### config.mk
export PLATFORM = sky130hd
export DESIGN_NAME = audio_stream_bridge
export DESIGN_NICKNAME = d
export VERILOG_FILES = /design/src/rtl/audio_bridge_pkg.sv /design/src/rtl/audio_bridge_fifo.sv /design/src/rtl/audio_stream_bridge.sv
export SDC_FILE = /design/constraint.sdc
export NUM_CORES = 2
export LEC_CHECK = 0
export ABC_CLOCK_PERIOD_IN_PS = 8100
export CORE_AREA = 2 2 335 337
export DETAILED_ROUTE_END_ITERATION = 8
export DIE_AREA = 0 0 337 339
export PLACE_DENSITY = 0.77
export REMOVE_ABC_BUFFERS = 1
export SLEW_MARGIN = 20
export SYNTH_ARGS = -nofsm -noshare
export SYNTH_HDL_FRONTEND = slang
export SYNTH_HIERARCHICAL = 1
export SYNTH_SLANG_ARGS = --single-unit
### constraint.sdc
create_clock -name clk -period 8.1 [get_ports clk]
set_input_delay 1.62 -clock clk [delete_from_list [all_inputs] [get_ports clk]]
set_output_delay 1.62 -clock clk [all_outputs]
set_load 0.02 [all_outputs]
### src/rtl/audio_bridge_pkg.sv
// Shared register map, ID word and status/control bit positions for the audio stream bridge.
package audio_bridge_pkg;

  localparam logic [7:0]  ADDR_ID   = 8'h00;
  localparam logic [7:0]  ADDR_GSR  = 8'h01;
  localparam logic [7:0]  CH_BASE   = 8'h10;
  localparam int          CH_STRIDE = 4;

  typedef enum logic [1:0] {
    REG_SR   = 2'd0,
    REG_CTRL = 2'd1,
    REG_DOUT = 2'd2,
    REG_DIN  = 2'd3
  } ch_reg_e;

  localparam logic [31:0] ID_VALUE = 32'hCB1A_0000;

  localparam int SR_RX_OVF  = 0;
  localparam int SR_TX_UNF  = 1;
  localparam int SR_RX_WM   = 2;
  localparam int SR_TX_WM   = 3;
  localparam int SR_RX_NE   = 4;
  localparam int SR_TX_FULL = 5;
  localparam int SR_RX_LVL  = 8;
  localparam int SR_TX_LVL  = 16;

  localparam int CTRL_RXEN   = 0;
  localparam int CTRL_TXEN   = 1;
  localparam int CTRL_IE     = 4;
  localparam int CTRL_RX_THR = 8;
  localparam int CTRL_TX_THR = 16;

  // Storable CTRL bits; [3:2] are reserved and always read back as zero.
  localparam logic [23:0] CTRL_MASK = 24'hFF_FFF3;

  function automatic logic [31:0] id_word(input int nch, input int dw);
    return ID_VALUE | (32'(nch) << 8) | 32'(dw);
  endfunction

endpackage

### src/rtl/audio_bridge_fifo.sv
// Single-clock show-ahead FIFO with flush; fullness is tracked by the level counter.
module audio_bridge_fifo
#(
  parameter int W  = 24,
  parameter int AW = 4
) (
  input  logic         clk,
  input  logic         rst,
  input  logic         flush,
  input  logic         push,
  input  logic         pop,
  input  logic [W-1:0] din,
  output logic [W-1:0] dout,
  output logic [AW:0]  level,
  output logic         full,
  output logic         empty
);

  localparam logic [AW:0]   DEPTH   = (AW+1)'(1) << AW;
  localparam logic [AW:0]   LVL_ONE = (AW+1)'(1);
  localparam logic [AW-1:0] PTR_ONE = AW'(1);

  logic [W-1:0]  mem_q [0:(1<<AW)-1];
  logic [AW-1:0] wr_ptr_q, wr_ptr_d;
  logic [AW-1:0] rd_ptr_q, rd_ptr_d;
  logic [AW:0]   level_q, level_d;
  logic          do_push, do_pop;

  assign empty = (level_q == '0);
  assign full  = (level_q == DEPTH);

  // A pop on a full FIFO frees the slot the same-cycle push lands in.
  assign do_pop  = pop && !empty && !flush;
  assign do_push = push && (!full || do_pop) && !flush;

  always_comb begin
    wr_ptr_d = wr_ptr_q;
    rd_ptr_d = rd_ptr_q;
    level_d  = level_q;
    if (flush) begin
      wr_ptr_d = '0;
      rd_ptr_d = '0;
      level_d  = '0;
    end else begin
      if (do_push) wr_ptr_d = wr_ptr_q + PTR_ONE;
      if (do_pop)  rd_ptr_d = rd_ptr_q + PTR_ONE;
      if (do_push && !do_pop)      level_d = level_q + LVL_ONE;
      else if (!do_push && do_pop) level_d = level_q - LVL_ONE;
    end
  end

  always_ff @(posedge clk) begin
    if (rst) begin
      wr_ptr_q <= '0;
      rd_ptr_q <= '0;
      level_q  <= '0;
    end else begin
      wr_ptr_q <= wr_ptr_d;
      rd_ptr_q <= rd_ptr_d;
      level_q  <= level_d;
    end
  end

  always_ff @(posedge clk) begin
    if (do_push) mem_q[wr_ptr_q] <= din;
  end

  assign dout  = mem_q[rd_ptr_q];
  assign level = level_q;

endmodule

### src/rtl/audio_stream_bridge.sv
// Register-to-stream bridge: host register bus in front of per-channel RX/TX sample FIFOs.
// Build option AUDIO_BRIDGE_SIGNEXT_EN: DIN reads sign-extend the sample; default zero-extends.
module audio_stream_bridge
  import audio_bridge_pkg::*;
#(
  parameter int NCH        = 2,
  parameter int DW         = 24,
  parameter int DEPTH_LOG2 = 4
) (
  input  logic              clk,
  input  logic              rst,
  input  logic              wr_en,
  input  logic [7:0]        wr_addr,
  input  logic [31:0]       wr_data,
  output logic              wr_err,
  input  logic              rd_en,
  input  logic [7:0]        rd_addr,
  output logic [31:0]       rd_data,
  output logic              rd_valid,
  output logic              irq,
  input  logic [NCH-1:0]    rx_vld,
  input  logic [NCH*DW-1:0] rx_data,
  input  logic [NCH-1:0]    tx_ack,
  output logic [NCH*DW-1:0] tx_data
);

  localparam int         LW      = DEPTH_LOG2 + 1;
  localparam logic [7:0] CH_SPAN = 8'(CH_STRIDE * NCH);

  logic [7:0]     wr_rel, rd_rel;
  logic           wr_in_ch, rd_in_ch;
  logic [NCH-1:0] wr_sel, rd_sel, sr_wr, ctrl_wr;
  logic [NCH-1:0] rx_push, rx_pop, tx_push, tx_pop;
  logic [NCH-1:0] rx_full, rx_empty, tx_full, tx_empty;
  logic [NCH-1:0] rxen, txen, pend;
  logic [LW-1:0]  rx_level [NCH];
  logic [LW-1:0]  tx_level [NCH];
  logic [DW-1:0]  rx_head  [NCH];
  logic [DW-1:0]  tx_head  [NCH];
  logic [31:0]    sr_val   [NCH];
  logic [23:0]    ctrl_q   [NCH];
  logic [23:0]    ctrl_d   [NCH];
  logic [NCH-1:0] rx_ovf_q, rx_ovf_d, tx_unf_q, tx_unf_d;
  logic [31:0]    rd_data_q, rd_data_d;
  logic           rd_valid_q, irq_q;
  logic           unused_bits;

  assign wr_rel   = wr_addr - CH_BASE;
  assign rd_rel   = rd_addr - CH_BASE;
  assign wr_in_ch = (wr_addr >= CH_BASE) && (wr_rel < CH_SPAN);
  assign rd_in_ch = (rd_addr >= CH_BASE) && (rd_rel < CH_SPAN);
  assign unused_bits = ^{wr_data[31:24], wr_rel[7:6], rd_rel[7:6]};

  function automatic logic [31:0] ext_sample(input logic [DW-1:0] s);
    logic [31:0] r;
`ifdef AUDIO_BRIDGE_SIGNEXT_EN
    r = {32{s[DW-1]}};
`else
    r = '0;
`endif
    r[DW-1:0] = s;
    return r;
  endfunction

  for (genvar c = 0; c < NCH; c++) begin : g_ch
    assign rxen[c] = ctrl_q[c][CTRL_RXEN];
    assign txen[c] = ctrl_q[c][CTRL_TXEN];

    // A disabled direction holds its FIFO in flush, so clearing an enable empties it.
    audio_bridge_fifo #(.W(DW), .AW(DEPTH_LOG2)) u_rx_fifo (
      .clk   (clk),
      .rst   (rst),
      .flush (!rxen[c]),
      .push  (rx_push[c]),
      .pop   (rx_pop[c]),
      .din   (rx_data[c*DW +: DW]),
      .dout  (rx_head[c]),
      .level (rx_level[c]),
      .full  (rx_full[c]),
      .empty (rx_empty[c])
    );

    audio_bridge_fifo #(.W(DW), .AW(DEPTH_LOG2)) u_tx_fifo (
      .clk   (clk),
      .rst   (rst),
      .flush (!txen[c]),
      .push  (tx_push[c]),
      .pop   (tx_pop[c]),
      .din   (wr_data[DW-1:0]),
      .dout  (tx_head[c]),
      .level (tx_level[c]),
      .full  (tx_full[c]),
      .empty (tx_empty[c])
    );

    assign tx_data[c*DW +: DW] = (txen[c] && !tx_empty[c]) ? tx_head[c] : '0;
  end

  always_comb begin
    wr_sel  = '0;
    rd_sel  = '0;
    sr_wr   = '0;
    ctrl_wr = '0;
    rx_push = '0;
    rx_pop  = '0;
    tx_push = '0;
    tx_pop  = '0;
    for (int c = 0; c < NCH; c++) begin
      wr_sel[c]  = wr_en && wr_in_ch && (wr_rel[5:2] == 4'(c));
      rd_sel[c]  = rd_en && rd_in_ch && (rd_rel[5:2] == 4'(c));
      sr_wr[c]   = wr_sel[c] && (wr_rel[1:0] == REG_SR);
      ctrl_wr[c] = wr_sel[c] && (wr_rel[1:0] == REG_CTRL);
      rx_push[c] = rx_vld[c] && rxen[c];
      rx_pop[c]  = rd_sel[c] && (rd_rel[1:0] == REG_DIN);
      tx_push[c] = wr_sel[c] && (wr_rel[1:0] == REG_DOUT) && txen[c];
      tx_pop[c]  = tx_ack[c] && txen[c];
    end
  end

  // Sticky flags: a set event in the same cycle as a write-1 clear wins.
  always_comb begin
    rx_ovf_d = rx_ovf_q;
    tx_unf_d = tx_unf_q;
    pend     = '0;
    for (int c = 0; c < NCH; c++) begin
      rx_ovf_d[c] = (rx_ovf_q[c] && !(sr_wr[c] && wr_data[SR_RX_OVF]))
                    || (rx_push[c] && rx_full[c] && !rx_pop[c]);
      tx_unf_d[c] = (tx_unf_q[c] && !(sr_wr[c] && wr_data[SR_TX_UNF]))
                    || (tx_pop[c] && tx_empty[c]);
      ctrl_d[c]   = ctrl_wr[c] ? (wr_data[23:0] & CTRL_MASK) : ctrl_q[c];

      sr_val[c] = '0;
      sr_val[c][SR_RX_OVF]  = rx_ovf_q[c];
      sr_val[c][SR_TX_UNF]  = tx_unf_q[c];
      sr_val[c][SR_RX_WM]   = (8'(rx_level[c]) >= ctrl_q[c][CTRL_RX_THR +: 8])
                              && (rx_level[c] != '0);
      // TX watermark only means "room to refill" while the TX direction is running.
      sr_val[c][SR_TX_WM]   = txen[c] && (8'(tx_level[c]) <= ctrl_q[c][CTRL_TX_THR +: 8]);
      sr_val[c][SR_RX_NE]   = !rx_empty[c];
      sr_val[c][SR_TX_FULL] = tx_full[c];
      sr_val[c][SR_RX_LVL +: 8] = 8'(rx_level[c]);
      sr_val[c][SR_TX_LVL +: 8] = 8'(tx_level[c]);

      pend[c] = |(sr_val[c][3:0] & ctrl_q[c][CTRL_IE +: 4]);
    end
  end

  always_comb begin
    wr_err = 1'b0;
    if (wr_en) begin
      if (!wr_in_ch || (wr_rel[1:0] == REG_DIN)) wr_err = 1'b1;
      else if (wr_rel[1:0] == REG_DOUT)          wr_err = |(tx_push & tx_full & ~tx_pop);
    end
  end

  always_comb begin
    rd_data_d = '0;
    if (rd_en) begin
      if (rd_addr == ADDR_ID) begin
        rd_data_d = id_word(NCH, DW);
      end else if (rd_addr == ADDR_GSR) begin
        rd_data_d = 32'(pend);
      end else if (rd_in_ch) begin
        for (int c = 0; c < NCH; c++) begin
          if (rd_rel[5:2] == 4'(c)) begin
            case (ch_reg_e'(rd_rel[1:0]))
              REG_SR:   rd_data_d = sr_val[c];
              REG_CTRL: rd_data_d = {8'h00, ctrl_q[c]};
              REG_DIN:  rd_data_d = rx_empty[c] ? '0 : ext_sample(rx_head[c]);
              default:  rd_data_d = '0;
            endcase
          end
        end
      end
    end
  end

  always_ff @(posedge clk) begin
    if (rst) begin
      for (int c = 0; c < NCH; c++) ctrl_q[c] <= '0;
      rx_ovf_q   <= '0;
      tx_unf_q   <= '0;
      rd_data_q  <= '0;
      rd_valid_q <= 1'b0;
      irq_q      <= 1'b0;
    end else begin
      for (int c = 0; c < NCH; c++) ctrl_q[c] <= ctrl_d[c];
      rx_ovf_q   <= rx_ovf_d;
      tx_unf_q   <= tx_unf_d;
      rd_data_q  <= rd_data_d;
      rd_valid_q <= rd_en;
      irq_q      <= |pend;
    end
  end

  assign rd_data  = rd_data_q;
  assign rd_valid = rd_valid_q;
  assign irq      = irq_q;

endmodule

==> After elaboration in Yosys (flattened, before gate mapping) <==
Memories as Yosys holds them, arrays and structs flattened. A register that Yosys moved wholly into a read port is not among the register bits.
Cells that the tools add are included.
{ "word_totals": {"register_bits": 90, "ram_bits": 1584, "input_bits": 104, "out_inout_bits": 83, "memories": 5} }
{ "op_classes": {"addsub": 18, "order_cmp": 8, "n_eq_ne": 12, "n_mux": 45, "bitwise_logic": 13, "n_reduce_logical": 124} }
{ "mem_list": {"columns": ["name", "depth", "word_bits", "rd", "rd_clocked_by_memory_dff", "wr", "line_no", "rtl"], "rows": [
  ["g_ch[0].u_rx_fifo.mem_q", 16, 24, 1, 1, 1, "audio_bridge_fifo.sv:23", "logic [W-1:0] mem_q [0:(1<<AW)-1];"],
  ["g_ch[0].u_tx_fifo.mem_q", 16, 24, 1, 1, 1, "audio_bridge_fifo.sv:23", null],
  ["g_ch[1].u_rx_fifo.mem_q", 16, 24, 1, 1, 1, "audio_bridge_fifo.sv:23", null],
  ["g_ch[1].u_tx_fifo.mem_q", 16, 24, 1, 1, 1, "audio_bridge_fifo.sv:23", null],
  ["ctrl_q", 2, 24, 2, 0, 2, "audio_stream_bridge.sv:41", "logic [23:0] ctrl_q [NCH];"]
]} }
{ "op_table": {"columns": ["cell", "n"], "rows": [
  ["$mux 24", 9],
  ["$pmux 24 s3", 2],
  ["$mux 32", 4],
  ["$logic_and 1x1->1", 66],
  ["$mux 5", 8],
  ["$add 4x1->4 const B", 8],
  ["$mux 4", 8],
  ["$logic_not 1->1", 23],
  ["$add 5x1->5 const B", 4],
  ["$eq 5x5->1 const B", 4],
  ["$logic_not 5->1", 4],
  ["$sub 5x1->5 const B", 4],
  ["$ge 5x8->1", 2],
  ["$ge 8x5->1 const B", 2],
  ["$le 5x8->1", 2],
  ["$lt 8x4->1 const B", 2],
  ["$sub 8x5->8 const B", 2],
  ["$mux 1", 14],
  ["$reduce_or 2->1", 6],
  ["$reduce_bool 5->1", 2],
  ["$logic_or 1x1->1", 9],
  ["$and 4x4->4", 2],
  ["$eq 4x1->1 const B", 2],
  ["$eq 8x1->1 const B", 1],
  ["other kinds (14)", 30]
]} }

==> Logic depth before layout (Yosys ltp) <==
{ "logic_depth": {"depth_word": 15, "ltp_mapped": 14, "ltp_nobuf": 13} }

==> Cells and area by module <==
The synthesis kept the hierarchy.
{ "modules_own_cells": {"columns": ["mod", "instances", "cells_per_inst", "area_each_um2", "seq_area_each_um2"], "rows": [
  ["audio_bridge_fifo (g_ch[0].u_tx_fifo ...)", 2, 701, 15305.9, 11871.4],
  ["audio_bridge_fifo (g_ch[1].u_tx_fifo)", 1, 701, 15333.5, 11871.4],
  ["audio_bridge_fifo (g_ch[0].u_rx_fifo)", 1, 703, 15329.7, 11871.4],
  ["audio_stream_bridge", 1, 572, 4585.6, 1501.4]
]} }

==> Least setup slack after synthesis <==
OpenSTA, ideal clock, no wires.
{ "synth_path": {"kind": "input to register", "start": "input port rd_addr[7]", "end": "memory g_ch[1].u_rx_fifo.mem_q[3][0], enable pin", "setup_ns": 0.466, "t_arrival_ns": 5.001, "slack_ns": 2.633, "stages": 4, "path_cell_list": "or3b_4 > nor4_1 > o311ai_4 > nor4_1"} }
{ "synth_via": {"elab_chain_cells": 13, "word_cells_on_any_way": 14, "cone_classes": "1 x add/sub; 2 x order compare; 2 x mux; 9 x reduce/logical"} }
{ "synth_rtl": {"columns": ["element", "line_no", "rtl"], "rows": [
  ["from (decl)", "audio_stream_bridge.sv:17", "input logic [7:0] rd_addr,"],
  ["$sub 8x5->8", "audio_stream_bridge.sv:49", "assign rd_rel = rd_addr - CH_BASE;"],
  ["$lt 8x4->1", "audio_stream_bridge.sv:51", "assign rd_in_ch = (rd_addr >= CH_BASE) && (rd_rel < CH_SPAN);"],
  ["$logic_and 1x1->1 (*)", "audio_stream_bridge.sv:51", null],
  ["$logic_and 1x1->1 (*) (2 in series)", "audio_stream_bridge.sv:110", "rd_sel[c] = rd_en && rd_in_ch && (rd_rel[5:2] == 4'(c));"],
  ["$logic_and 1x1->1 (*)", "audio_stream_bridge.sv:114", "rx_pop[c] = rd_sel[c] && (rd_rel[1:0] == REG_DIN);"],
  ["via rx_pop[1]", "audio_stream_bridge.sv:33", "logic [NCH-1:0] rx_push, rx_pop, tx_push, tx_pop;"],
  ["$logic_and 1x1->1 (*) (2 in series)", "audio_bridge_fifo.sv:33", "assign do_pop = pop && !empty && !flush;"],
  ["$logic_or 1x1->1 (*)", "audio_bridge_fifo.sv:34", "assign do_push = push && (!full || do_pop) && !flush;"],
  ["$logic_and 1x1->1 (*) (2 in series)", "audio_bridge_fifo.sv:34", null],
  ["$mux 1 (*)", "audio_bridge_fifo.sv:65", "if (do_push) mem_q[wr_ptr_q] <= din;"],
  ["$mux 1 (implied by the code) (*)", "audio_bridge_fifo.sv:65", null],
  ["to (decl)", "audio_bridge_fifo.sv:23", null]
]} }
The timed path passes the listed nets; every way through them passes the cells marked *.

==> Worst setup path after layout <==
{ "layout_path": {"start": "input port wr_addr[3]", "end": "output port wr_err"} }
{ "layout_via": {"elab_chain_cells": 13, "word_cells_on_any_way": 21, "cone_classes": "1 x add/sub; 2 x order compare; 1 x eq/ne; 3 x mux; 2 x bitwise; 12 x reduce/logical"} }
{ "layout_rtl": {"columns": ["element", "line_no", "rtl"], "rows": [
  ["from (decl)", "audio_stream_bridge.sv:13", "input logic [7:0] wr_addr,"],
  ["$sub 8x5->8", "audio_stream_bridge.sv:48", "assign wr_rel = wr_addr - CH_BASE;"],
  ["$lt 8x4->1", "audio_stream_bridge.sv:50", "assign wr_in_ch = (wr_addr >= CH_BASE) && (wr_rel < CH_SPAN);"],
  ["$logic_and 1x1->1", "audio_stream_bridge.sv:50", null],
  ["$logic_and 1x1->1 (2 in series)", "audio_stream_bridge.sv:109", "wr_sel[c] = wr_en && wr_in_ch && (wr_rel[5:2] == 4'(c));"],
  ["$logic_and 1x1->1 (2 in series)", "audio_stream_bridge.sv:115", "tx_push[c] = wr_sel[c] && (wr_rel[1:0] == REG_DOUT) && txen[c];"],
  ["$and 2x2->2 (2 in series)", "audio_stream_bridge.sv:152", "else if (wr_rel[1:0] == REG_DOUT) wr_err = |(tx_push & tx_full & ~tx_pop);"],
  ["$reduce_or 2->1", "audio_stream_bridge.sv:152", null],
  ["$mux 1", "audio_stream_bridge.sv:152", null],
  ["$mux 1 (*)", "audio_stream_bridge.sv:151", "if (!wr_in_ch || (wr_rel[1:0] == REG_DIN)) wr_err = 1'b1;"],
  ["$mux 1 (*)", "audio_stream_bridge.sv:150", "if (wr_en) begin"],
  ["to (decl)", "audio_stream_bridge.sv:15", "output logic wr_err,"]
]} }
Every way passes the cells marked *; elsewhere a longest branch is shown, timed or not.

==> qor.txt <==
synthesized area: 65,860 µm²
Remaining DRCs: 0
largest net degree at the start of global routing: 66
vias in the first global route: 35,020
Yosys Warn Count: 6
Clock Latency Late Sink: 790 ps
CTS Buf Count: 165
Max-slew headroom: 30.37%
fmax: 0.1694 GHz
WHS: 477.3 ps
post-CTS setup buffers: 0
clock slew at reported path FFs: 60 ps
die area: 114,200 µm²
clk buf depth: 3
clock skew: 45.72 ps
#FFs+latches synth: 1,679
Peak supply drop: 0.0001922 V
crit path launch: wr_addr[3]
post-CTS sizing: 0
hold path start: ctrl_q[0][10]
CP Class: in -> out
Pwr Density: 230.1 nW/µm²
post-synthesis area per instance: 19.50 µm²
Final HPWL DP: 85.34 mm
Synth Instances: 3,378
via count: 33,980
wire per inst: 29.12 µm
Initial Util: 59.68%
grt total ovfl: 0
DR pass1 iterations: 6
core box area: 110,400 µm²
EDFF count, synth: 1,536
layout cells sized above 1: 21.96%
Area Overhead vs Synth: 13.88%
RSZ-0062 raised after global routing: no
Worst-Margin Slew: 1041 ps
Die Y: 339 µm
critical-path maximum fanout: 5
DR vias/cell: 6.436
I/O Buffers: 175
status: completed
leakage: 23.61 nW
DRT antenna net count: 0
row count: 122
initial drt markers: 4,098
Worst EP arrival: 4280 ps
worst hold path class: reg -> reg
max-cap violations: 0
clk sinks: 1,679
gpl congestion: 0.8854
initial antenna violation count: 8
first-pass GRT wire length: 227.0 mm
crit start category: primary input
Top Ports: 187
Unique masters post-synth: 76
Die Width: 337 µm
H-tree depth: 4
CTS Root Cell: clkbuf_16
Synth async-reset ratio: 0%
post-route cell area: 75,000 µm²
part of the Yosys area used for sequential elements: 74.38%
TritonCTS clock tree: done
fillers: 6,766
fin crit share: 72.86%
fin. max-slew vios: 0
Nets: 3,810
min cycle time layout: 5902 ps
crit end category: output pin
Cell Area, Placed: 69,560 µm²
total global-route track usage: 27.43%
total wire length: 153.7 mm
Fin Setup TNS: 0 ps
CTS Hold Bufs: 0
WP data required: 6480 ps
Top FF cell, synth: edfxtp_1
Fin. Hold Viols: 0
final setup fails: 0
==> cell usage in the layout (no fill, tap or decap), types with 10 or more instances in the layout <==
master              n
o211ai_1           15
dfxtp_1           135
mux2i_1            56
and3_1             35
mux4_2            384
o21ai_0            31
clkbuf_16         168
bufinv_16          14
ha_1               56
nor2_1            123
clkinv_1           35
buf_4             120
clkbuf_1           36
edfxtp_1         1536
nand2_1           158
nor2b_1            11
a31oi_1            13
clkdlybuf4s50_1   169
a22oi_1           200
a211oi_1           22
a21oi_1            52
inv_1              51
and2_1             79
xor2_1             15
nor2b_2            10
clkinv_2           32
nand3_1            33
==> routing by layer <==
layer | share of wire [%] | vias up | GRT usage [%]
li1 | - | 14340 | -
met1 | 38 | 17630 | 37.22
met2 | 50 | 1714 | 44.63
met3 | 9.0 | 282 | 5.904
met4 | 3.1 | 10 | 9.338
met5 | 0.042 | - | 0
==> Yosys cell counts (4+ instances only) <==
| cell type | instances | area (µm²) |
|---|---|---|
| or2_2 | 5 | 31.28 |
| o31ai_1 | 6 | 45.04 |
| clkbuf_1 | 122 | 457.9 |
| nor2b_1 | 23 | 143.9 |
| ha_1 | 56 | 700.7 |
| nand2_1 | 158 | 593.1 |
| a211o_1 | 4 | 35.03 |
| mux4_2 | 384 | 8648 |
| a31o_2 | 6 | 52.55 |
| dfxtp_1 | 143 | 2863 |
| or3_2 | 4 | 30.03 |
| a311oi_1 | 7 | 61.31 |
| a211oi_1 | 22 | 165.2 |
| edfxtp_1 | 1536 | 46120 |
| mux2i_1 | 56 | 560.5 |
| o21ai_0 | 31 | 155.2 |
| and2_1 | 79 | 494.2 |
| o211ai_1 | 15 | 112.6 |
| buf_1 | 5 | 18.77 |
| a31oi_1 | 13 | 81.33 |
| buf_2 | 50 | 250.2 |
| a221oi_1 | 8 | 70.07 |
| and4b_1 | 4 | 40.04 |
| xnor2_1 | 9 | 78.83 |
| nand3_1 | 33 | 165.2 |
| nor3_1 | 9 | 45.04 |
| xor2_1 | 15 | 131.4 |
| a311o_1 | 5 | 50.05 |
| buf_6 | 12 | 135.1 |
| buf_4 | 8 | 60.06 |
| and3_1 | 36 | 225.2 |
| a21oi_1 | 52 | 260.3 |
| inv_1 | 51 | 191.4 |
| nor4_1 | 10 | 62.56 |
| a22oi_1 | 200 | 1501 |
| nor2_1 | 130 | 488.0 |
| fa_1 | 4 | 80.08 |
| nand2b_1 | 5 | 31.28 |
==> final cells by class <==
type / count / area, µm² / share of cell area [%]
Clock inverter: 98 / 970.9 / 1.295
Tap cell: 1488 / 1862 / 2.482
Antenna cell: 3 / 7.507 / 0.01001
Sequential cell: 1679 / 49020 / 65.36
Timing Repair Buffer: 296 / 2650 / 3.533
Inverter: 54 / 202.7 / 0.2703
Clock buffer: 211 / 4436 / 5.914
Multi-Input combinational cell: 1450 / 15850 / 21.14
==> through the flow <==
stage	power, W	util (%)	std cells	worst slack [ps]
after floorplan	0.009648	-	3183	1377
after global placement	0.009834	63.03	4966	2282
after detailed placement	0.009844	63.03	4966	2273
after CTS	0.01734	67.93	5275	2172
after global routing	0.01766	67.95	5278	2007
final	0.01726	67.96	5279	2198
==> state kept, by name, indices dropped and copies added, names as in the netlist, named ones only <==
name and flops:
g_ch.u_tx_fifo/rd_ptr_q 8, tx_unf_q 2, g_ch.u_tx_fifo/wr_ptr_q 8, g_ch.u_rx_fifo/wr_ptr_q 8, rd_data 25, rd_valid 1
g_ch.u_tx_fifo/level 10, rx_ovf_q 2, g_ch.u_rx_fifo/rd_ptr_q 8, g_ch.u_rx_fifo/mem_q 768, g_ch.u_rx_fifo/level 10, irq 1
g_ch.u_tx_fifo/mem_q 768, ctrl_q 44
==> worst paths after layout <==
kind,to,slack [ps],cells after the start
max,wr_err,2200,7
min,ctrl_q[0][10],480,2
max reg2reg,rd_data[16],4410,7
min reg2reg,ctrl_q[0][10],480,2
==> power breakdown <==
part	switching, W	internal [W]	total [W]
clock	0.00325	0.00435	0.00760
sequential	0.000000481	0.00944	0.00944
combinational	0.000162	0.0000563	0.000219
==> worst max-delay path: stages <==
cell and delay (ps):
clkdlybuf4s50_1 440, nor4_4 360, nand3_2 240, nor4b_1 540, o31ai_1 180, a21boi_0 250, clkdlybuf4s50_1 650
==> logic make-up after synthesis <==
family,share of synthesized area [%]
buffers and inverters,1.708
other,0.005694
AND/OR/NAND/NOR,3.980
XOR/XNOR,0.3192
flip-flops,74.38
AO/OA/AOI/OAI,4.440
adder cells (fa/ha/maj),1.185
multiplexers,13.98
Note: power is estimated with default switching activity, not from simulation.
